$ cat src/rtl/ha_arb_pkg.sv
// Shared types and constants for the round-robin halfAdder arbiter.
// Holds FSM state encoding, default requester count and grant-index width.
package ha_arb_pkg;

  localparam int NUM_REQ_DEFAULT = 4;
  localparam int GRANT_W         = $clog2(NUM_REQ_DEFAULT);

  typedef logic [1:0] state_t;
  localparam state_t ST_IDLE  = 2'd0;
  localparam state_t ST_ISSUE = 2'd1;
  localparam state_t ST_WAIT  = 2'd2;
  localparam state_t ST_RESP  = 2'd3;

  typedef struct packed {
    logic a;
    logic b;
  } operand_t;

  typedef struct packed {
    logic sum;
    logic carry;
  } result_t;

  // Index width for an arbitrary requester count, never narrower than 1 bit.
  function automatic int grant_width(input int n);
    return (n > 1) ? $clog2(n) : 1;
  endfunction

endpackage

$ cat src/rtl/ha_rr_arbiter_rr_pick.sv
// Combinational round-robin selector: searches upward from last_i+1 with wrap.
// Zero latency; no state, so no backpressure of its own.
module rr_pick #(
  parameter int N = 4,
  parameter int W = 2
) (
  input  logic [N-1:0] req_i,
  input  logic [W-1:0] last_i,
  output logic [N-1:0] gnt_oh_o,
  output logic [W-1:0] gnt_idx_o,
  output logic         any_o
);

  always_comb begin
    gnt_oh_o  = '0;
    gnt_idx_o = '0;
    any_o     = 1'b0;
    for (int i = 1; i <= N; i++) begin
      if (!any_o && req_i[W'((int'(last_i) + i) % N)]) begin
        any_o                                = 1'b1;
        gnt_idx_o                            = W'((int'(last_i) + i) % N);
        gnt_oh_o[W'((int'(last_i) + i) % N)] = 1'b1;
      end
    end
  end

endmodule

$ cat src/rtl/ha_rr_arbiter.sv
// Round-robin arbiter sharing one halfAdder among NUM_REQ requesters, one op in flight.
// Minimum 4 cycles accept-to-IDLE; stalls in ISSUE on add_ready_in, in RESP on rsp_ready_in[g].
module ha_rr_arbiter
  import ha_arb_pkg::*;
#(
  parameter int NUM_REQ = NUM_REQ_DEFAULT
) (
  input  logic               clk,
  input  logic               rst,
  input  logic [NUM_REQ-1:0] req_valid_in,
  input  logic [NUM_REQ-1:0] req_a_in,
  input  logic [NUM_REQ-1:0] req_b_in,
  output logic [NUM_REQ-1:0] req_ready_out,
  output logic [NUM_REQ-1:0] rsp_valid_out,
  output logic               rsp_sum_out,
  output logic               rsp_carry_out,
  input  logic [NUM_REQ-1:0] rsp_ready_in,
  output logic               add_a_out,
  output logic               add_b_out,
  output logic               add_valid_out,
  input  logic               add_ready_in,
  input  logic               add_sum_in,
  input  logic               add_carry_in,
  input  logic               add_valid_in,
  output logic               add_ready_out
);

  localparam int IDX_W = grant_width(NUM_REQ);

  state_t             state_q, state_d;
  logic [IDX_W-1:0]   last_q, last_d;
  logic [IDX_W-1:0]   gnt_q, gnt_d;
  operand_t           opnd_q, opnd_d;
  result_t            res_q, res_d;

  logic [NUM_REQ-1:0] pick_oh;
  logic [IDX_W-1:0]   pick_idx;
  logic               pick_any;
  logic               active;

  rr_pick #(
    .N (NUM_REQ),
    .W (IDX_W)
  ) u_rr_pick (
    .req_i     (req_valid_in),
    .last_i    (last_q),
    .gnt_oh_o  (pick_oh),
    .gnt_idx_o (pick_idx),
    .any_o     (pick_any)
  );

  always_comb begin
    state_d = state_q;
    last_d  = last_q;
    gnt_d   = gnt_q;
    opnd_d  = opnd_q;
    res_d   = res_q;
    case (state_q)
      ST_IDLE: begin
        // The winner is already valid, so presenting ready completes the handshake.
        if (pick_any) begin
          opnd_d.a = req_a_in[pick_idx];
          opnd_d.b = req_b_in[pick_idx];
          gnt_d    = pick_idx;
          state_d  = ST_ISSUE;
        end
      end
      ST_ISSUE: begin
        if (add_ready_in) state_d = ST_WAIT;
      end
      ST_WAIT: begin
        if (add_valid_in) begin
          res_d.sum   = add_sum_in;
          res_d.carry = add_carry_in;
          state_d     = ST_RESP;
        end
      end
      ST_RESP: begin
        if (rsp_ready_in[gnt_q]) begin
          last_d  = gnt_q;
          state_d = ST_IDLE;
        end
      end
      default: state_d = ST_IDLE;
    endcase
  end

  always_ff @(posedge clk) begin
    if (rst) begin
      state_q <= ST_IDLE;
      last_q  <= IDX_W'(NUM_REQ - 1);
      gnt_q   <= '0;
      opnd_q  <= '0;
      res_q   <= '0;
    end else begin
      state_q <= state_d;
      last_q  <= last_d;
      gnt_q   <= gnt_d;
      opnd_q  <= opnd_d;
      res_q   <= res_d;
    end
  end

  // Outputs are forced quiet while rst is high, before the registers have settled.
  assign active = !rst;

  always_comb begin
    req_ready_out = (active && state_q == ST_IDLE) ? pick_oh : '0;
    rsp_valid_out = (active && state_q == ST_RESP) ? (NUM_REQ'(1) << gnt_q) : '0;
    add_valid_out = active && (state_q == ST_ISSUE);
    add_ready_out = active && (state_q == ST_WAIT);
    add_a_out     = active && opnd_q.a;
    add_b_out     = active && opnd_q.b;
    rsp_sum_out   = active && res_q.sum;
    rsp_carry_out = active && res_q.carry;
  end

endmodule

$ cat config.mk
export PLATFORM = sky130hd
export DESIGN_NAME = ha_rr_arbiter
export DESIGN_NICKNAME = d
export VERILOG_FILES = /design/src/rtl/ha_arb_pkg.sv /design/src/rtl/ha_rr_arbiter_rr_pick.sv /design/src/rtl/ha_rr_arbiter.sv
export SDC_FILE = /design/constraint.sdc
export NUM_CORES = 1
export LEC_CHECK = 0
export CORE_MARGIN = 2
export CORE_UTILIZATION = 47
export DETAILED_ROUTE_END_ITERATION = 10
export PLACE_DENSITY = 0.8
export SETUP_SLACK_MARGIN = 0.1
export SYNTH_ARGS = -nofsm -noshare
export SYNTH_HDL_FRONTEND = slang
export SYNTH_SLANG_ARGS = --single-unit
$ cat constraint.sdc
create_clock -name clk -period 3.57 [get_ports clk]
set_input_delay 0.8925 -clock clk [delete_from_list [all_inputs] [get_ports clk]]
set_output_delay 0.8925 -clock clk [all_outputs]
set_load 0.02 [all_outputs]
# After elaboration in Yosys (flattened, before gate mapping)

Cells that the tools add are included.

Register bits: 10
Bits of input ports: 22
Output and inout bits: 14

Add/sub/neg operators: 4
$lt $le $gt $ge: 10
Equality and inequality tests: 7
Shift operators: 1
Mux-type cells: 45
Bitwise logic cells: 3
Reduce and logical (&&, ||, !) cells: 24

Operators by type and width:

| kind                  | number |
|---|---|
| $mux W4               | 6 |
| $mux W1               | 19 |
| $lt A2 B4 Y1 const B  | 4 |
| $mux W2               | 8 |
| $logic_and A1 B1 Y1   | 15 |
| $bmux W1 S2           | 7 |
| $or A4 B4 Y4          | 3 |
| $demux W1 S2          | 4 |
| $ge A2 B1 Y1 const B  | 4 |
| $ne A2 B2 Y1 const B  | 4 |
| $pmux W2 S4           | 1 |
| $lt A2 B3 Y1 const B  | 2 |
| $reduce_and A2 Y1     | 3 |
| $add A2 B1 Y2 const B | 2 |
| $add A2 B2 Y2 const B | 2 |
| $eq A2 B2 Y1 const B  | 2 |
| $logic_not A1 Y1      | 4 |
| $reduce_and A4 Y1     | 1 |
| $shl A1 B2 Y4 const A | 1 |
| $eq A2 B1 Y1 const B  | 1 |
| $logic_not A2 Y1      | 1 |

# Logic depth before layout (Yosys ltp)

Word-level depth: 16
Mapped depth: 10
Depth with buffers taken out: 8

# By module

Synthesis repeated with hierarchy kept, for this count alone.

Cells, all modules: 137
Area, all modules: 1,187.4 um2

Modules (own cells, without submodules):

| module        | times used | cells an instance | area an instance (um2) |
|---|---|---|---|
| ha_rr_arbiter | 1          | 84                | 709.4 |
| rr_pick       | 1          | 53                | 478.0 |

# Worst setup path before layout

Ideal clock, no wire load.

Path kind: input to output
From: in req_valid_in[2]
To: out req_ready_out[2]
Arrival time: 2.415 ns
Required time: 2.678 ns
Slack: 0.263 ns
Cell stages on the path: 7
Buffers on the path: 1
Cell sequence: clkbuf_1 -> mux2_2 -> a211oi_1 -> a31oi_1 -> a2111oi_2 -> a22oi_1 -> a21oi_1

Cells in the longest elaborated chain, start to end: 14
Elaborated cells between the ends (all ways): 29

RTL lines:

| what                                        | RTL line                    | source |
|---|---|---|
| from (decl)                                 | ha_rr_arbiter.sv:10         | `input logic [NUM_REQ-1:0] req_valid_in,` |
| $bmux W1 S2                                 | ha_rr_arbiter_rr_pick.sv:19 | `if (!any_o && req_i[W'((int'(last_i) + i) % N)]) begin` |
| $mux W1 (not written as such) (2 in series) | ha_rr_arbiter_rr_pick.sv:19 |  |
| $mux W1                                     | ha_rr_arbiter_rr_pick.sv:19 |  |
| $logic_not A1 Y1                            | ha_rr_arbiter_rr_pick.sv:19 |  |
| $logic_and A1 B1 Y1                         | ha_rr_arbiter_rr_pick.sv:19 |  |
| $mux W1                                     | ha_rr_arbiter_rr_pick.sv:19 |  |
| $logic_not A1 Y1                            | ha_rr_arbiter_rr_pick.sv:19 |  |
| $logic_and A1 B1 Y1                         | ha_rr_arbiter_rr_pick.sv:19 |  |
| $mux W1                                     | ha_rr_arbiter_rr_pick.sv:19 |  |
| $logic_not A1 Y1                            | ha_rr_arbiter_rr_pick.sv:19 |  |
| $logic_and A1 B1 Y1                         | ha_rr_arbiter_rr_pick.sv:19 |  |
| $mux W4 (*)                                 | ha_rr_arbiter_rr_pick.sv:19 |  |
| $mux W4 (*)                                 | ha_rr_arbiter.sv:108        | `req_ready_out = (active && state_q == ST_IDLE) ? pick_oh : '0;` |
| to (decl)                                   | ha_rr_arbiter.sv:13         | `output logic [NUM_REQ-1:0] req_ready_out,` |

Mark *: on every way between the ends. The rest lies on a longest branch, timed or not. The select of a mux whose other input is x is not followed.

# Worst setup path after layout

Ends and elaborated chain as after synthesis.

==> flow_results.org <==
** GRT
- For this run, the total global-route usage over all layers was measured as 26.93%.
- Vias in the first global route :: 1355
- Antenna violations before repair :: 0
- After global routing the overflow that remains totals 0.
- Largest net degree at the start of global routing :: 19
- Wire length of the first global-routing pass :: 5782 um

** Worst setup path
- In this run the critical register-to-register path is launched from last_q[0]$_SDFFE_PP1P_.
- Crit. Startpoint :: req_valid_in[2]
- Worst path max stage delay :: around 320 ps
- Crit end category :: primary output
- Element type at the critical path start :: input pin
- Among all stages on the critical path, the largest delay is contributed by sky130_fd_sc_hd__a2111oi_4.
- The number of cells on the worst reg-to-reg path is 10.
- Crit path cell chain :: clkdlybuf4s15_1 > mux2_4 > a211oi_2 > a31oi_1 > a2111oi_4 > a22oi_1 > a21oi_1 > buf_4
- Critical path data required time :: between 2000 and 3000 ps
- In this run the critical register-to-register path is captured at opnd_q[1]$_SDFFE_PP0P_.
- Worst path depth :: 8
- Buffers plus inverters on the worst setup path :: 2
- Critical path's top delay family :: compound AO/OA/AOI/OAI gates
- In this run the worst path has a maximum fanout of 4.
- CP Data Arrival Time :: between 2000 and 3000 ps
- Crit path kind :: in -> out
- Across all register-to-register paths, the minimum setup slack is 1130 ps.

** Die
- In this run the horizontal extent of the chip is about 54 um.
- The core region is 2432 sq um.
- 36 I/O pins were placed.
- Overall die height :: approximately 54 um
- Initial core utilization :: about half
- Full die area :: around 2900 sq um
- Row generation in the floorplan step produced 18 rows.

** Route
- Final antenna-violating net count :: 0
- Dividing the detail-routed via count by the number of cells gives ~6.
- After detailed routing, the number of remaining DRC violations is 0.
- Total via count after detailed routing :: 1368
- Total routed wirelength :: 3642 um
- In the final routed layout, each cell accounts on average for about 16 um.
- 1st-pass router iterations :: 4
- Number of DRC markers in iteration 0 :: 50

** Placement
- Post-DP Area :: about 1700 sq um
- Buffers placed on the I/O ports in this run total 35.
- Summed over all nets, the half-perimeter wirelength after detailed placement is between 2000 and 3000 um.
- The congestion estimate from routability-driven global placement came to 0.7825.

** CTS
- Clock tree from TritonCTS :: built
- Cts hold-fix bufs :: 0
- After clock tree synthesis, the clock-pin slew on the worst setup and hold paths is 70 ps.
- Total clock buffers created by CTS :: 3
- Clock tree synthesis selected as its root buffer the cell sky130_fd_sc_hd__clkbuf_4.
- No sink is reached through more buffers than the 2 on the longest clock path.
- For the worst-skew pair, the clock arrives at the later sink with an insertion delay of 280 ps.
- H-tree levels :: 1
- Sink count of the clock tree :: 10

** STA
- Based on the critical path, the design can be clocked at up to about 290 MHz.
- Time the worst path needs with I/O delays and setup :: roughly 3400 ps
- Across all hold checks on the routed design, the worst slack comes to 462.8 ps.
- The final-report hold violation count was 0.
- Final Max Tran Viols :: 0
- Worst-case clock skew :: ~3.5 ps
- For the pin with the worst max-slew slack, the measured transition is approximately 390 ps.
- Worst slew margin relative to its limit :: ~73%
- Setup repair after global routing could not meet its margin everywhere.
- The final critical path takes up about 95% of the cycle.
- # setup viols final :: 0

** Power and ir drop
- Worst VDD drop :: about 0.00038 V
- Summed over all cells, the static leakage comes to approximately 0.00075 uW.
- Power density relative to cell area :: 391.2 nW/um^2
- Overall Power :: between 700 and 800 uW

** Synth
- Sequential share of the synthesized area :: 16.90%
- Synth warn :: 0
- Synthesis produced a netlist with a net count of approximately 180.
- Counting instances in the post-synthesis netlist gives the leading cell types as sky130_fd_sc_hd__mux2i_1 (14), sky130_fd_sc_hd__nor2_1 (14), sky130_fd_sc_hd__a21oi_1 (13).
- Synthesis-stage register bit count :: 10
- Summing every instance area after synthesis gives roughly 1200 sq um.
- Gate count of the mapped netlist :: ~150
- Unique masters post-synth :: between 40 and 50
- The biggest area contributor in the post-synthesis netlist is sky130_fd_sc_hd__dfxtp_1.
- After synthesis, the cell types taking the most area are sky130_fd_sc_hd__dfxtp_1 (17%), sky130_fd_sc_hd__mux2i_1 (12%), sky130_fd_sc_hd__ha_1 (12%), sky130_fd_sc_hd__a21oi_1 (5.5%), sky130_fd_sc_hd__nor2_1 (4.4%).
- The average instance in the mapped netlist occupies roughly 8.2 sq um.
- For this run, the leading register cell type out of synthesis is sky130_fd_sc_hd__dfxtp_1.
- Of all flip-flops after synthesis, the portion carrying an async set or reset was 0%.
- In this run, synthesis inferred 0 flip-flops with an integrated enable.
- Synth top area share :: between 10% and 20%

** Hold path
- In this run the most critical hold path is launched from res_q[0]$_SDFFE_PP0P_.
- Hold WC Path Type :: reg -> reg
- Worst Hold End :: res_q[0]$_SDFFE_PP0P_
- Number of stages on the worst hold path :: 2

** Final layout
- Number of antenna diodes :: 0
- The filler cells instantiated in the layout total roughly 190.
- Cells with a size suffix above 1 make up between 20% and 30% of the layout.
- Layout-stage area growth over the synthesis result :: 51.74%
- Design area :: 1798 sq um
- After the last flow step, the layout net total stands at approximately 230.

** Run
- Maxcap violations :: 0

** Run status
- Result of the run :: finished, final reports clean
-- tightest hold or removal path, stage by stage, from the launching register on --
cell and delay [ps]:
sky130_fd_sc_hd__dfxtp_1 310, sky130_fd_sc_hd__nand2_1 50, sky130_fd_sc_hd__a21oi_1 50
-- routing by layer --
layer | vias to the layer above | routed length [um] | GRT usage, %
met4 | 0 | 108 | 18.33
met1 | 650 | 1444 | 29.65
met3 | 13 | 157 | 3.279
li1 | 646 | - | -
met5 | - | 0 | 0
met2 | 59 | 1931 | 47.79
-- layout make-up --
class                      instances  area, sq um  area share, %
multi-input combinational        116        969.7          53.93
timing repair buffer              59        520.5          28.95
sequential                        10        200.2          11.13
tap                               30        37.54          2.088
clock buffer                       4        36.28          2.018
inverter                           9        33.78          1.879
-- through the flow --
stage	setup slack (ps)	utilization, %	setup TNS, ps	instances
detailed placement	-637.9	69.29	-2465	222
global route	77.88	73.92	0	228
finish	165.8	73.92	0	228
global placement	-584.1	69.29	-2195	222
CTS	101.6	72.17	0	228
floorplan	262.8	-	0	145
-- logic make-up (layout without fill, tap and decap cells) --
logic type | count (synthesis) | count (layout) | synth area share (%)
muxes | 18 | 18 | 17.53
AOI/OAI and AO/OA | 44 | 44 | 27.03
adders and majority gates | 11 | 11 | 11.62
buffers and inverters | 19 | 72 | 7.286
and+or+nand+nor | 43 | 43 | 19.64
DFF | 10 | 10 | 16.90
-- state kept, by name, summed over array words and instances, names as in the netlist --
| signal | flops |
|---|---|
| last_q | 2 |
| res_q | 2 |
| state_q | 2 |
| gnt_q | 2 |
| opnd_q | 2 |
-- placed cells by master, fill, tap and decap left out, types with 2 or more instances in the layout --
cell type                          n
sky130_fd_sc_hd__a211oi_1          2
sky130_fd_sc_hd__a211oi_2          3
sky130_fd_sc_hd__a21oi_1          13
sky130_fd_sc_hd__a22o_1            2
sky130_fd_sc_hd__a22oi_1           6
sky130_fd_sc_hd__a2bb2oi_1         2
sky130_fd_sc_hd__a311o_1           2
sky130_fd_sc_hd__a31oi_1           2
sky130_fd_sc_hd__buf_2             3
sky130_fd_sc_hd__buf_4            24
sky130_fd_sc_hd__clkbuf_4          3
sky130_fd_sc_hd__clkdlybuf4s15_1   3
sky130_fd_sc_hd__clkdlybuf4s50_1  26
sky130_fd_sc_hd__dfxtp_1          10
sky130_fd_sc_hd__ha_1             11
sky130_fd_sc_hd__inv_1             9
sky130_fd_sc_hd__mux2i_1          11
sky130_fd_sc_hd__mux2i_4           2
sky130_fd_sc_hd__mux4_2            2
sky130_fd_sc_hd__nand2_1           7
sky130_fd_sc_hd__nand2b_1          3
sky130_fd_sc_hd__nand3_1           2
sky130_fd_sc_hd__nor2_1           14
sky130_fd_sc_hd__nor2b_1           5
sky130_fd_sc_hd__nor4_1            2
sky130_fd_sc_hd__nor4b_1           2
sky130_fd_sc_hd__o21ai_0           2
sky130_fd_sc_hd__o221ai_1          2
sky130_fd_sc_hd__o22ai_1           2
-- what timing repair did --
| item | CTS | global route |
|---|---|---|
| resized for setup | 32 | 7 |
| endpoints found under the setup margin | 4 | 4 |
| pin swaps | 6 | 2 |
| buffers inserted | 2 | 0 |
-- power breakdown --
| part | internal, uW | switching (uW) | leakage, uW |
|---|---|---|---|
| clock | 62.1 | 43.6 | 0.0000210 |
| sequential | 139 | 23.4 | 0.0000819 |
| combinational | 205 | 231 | 0.000649 |
-- worst max-delay path by stage --
| stage | endpoint | slack, ps |
|---|---|---|
| after floorplan | req_ready_out[2] | 260 |
| after global placement | req_ready_out[0] | -580 |
| after CTS | req_ready_out[2] | 100 |
| final | req_ready_out[2] | 170 |
| after global routing | req_ready_out[2] | 80 |
| after detailed placement | req_ready_out[0] | -640 |
(Power assumes the default switching activity.)
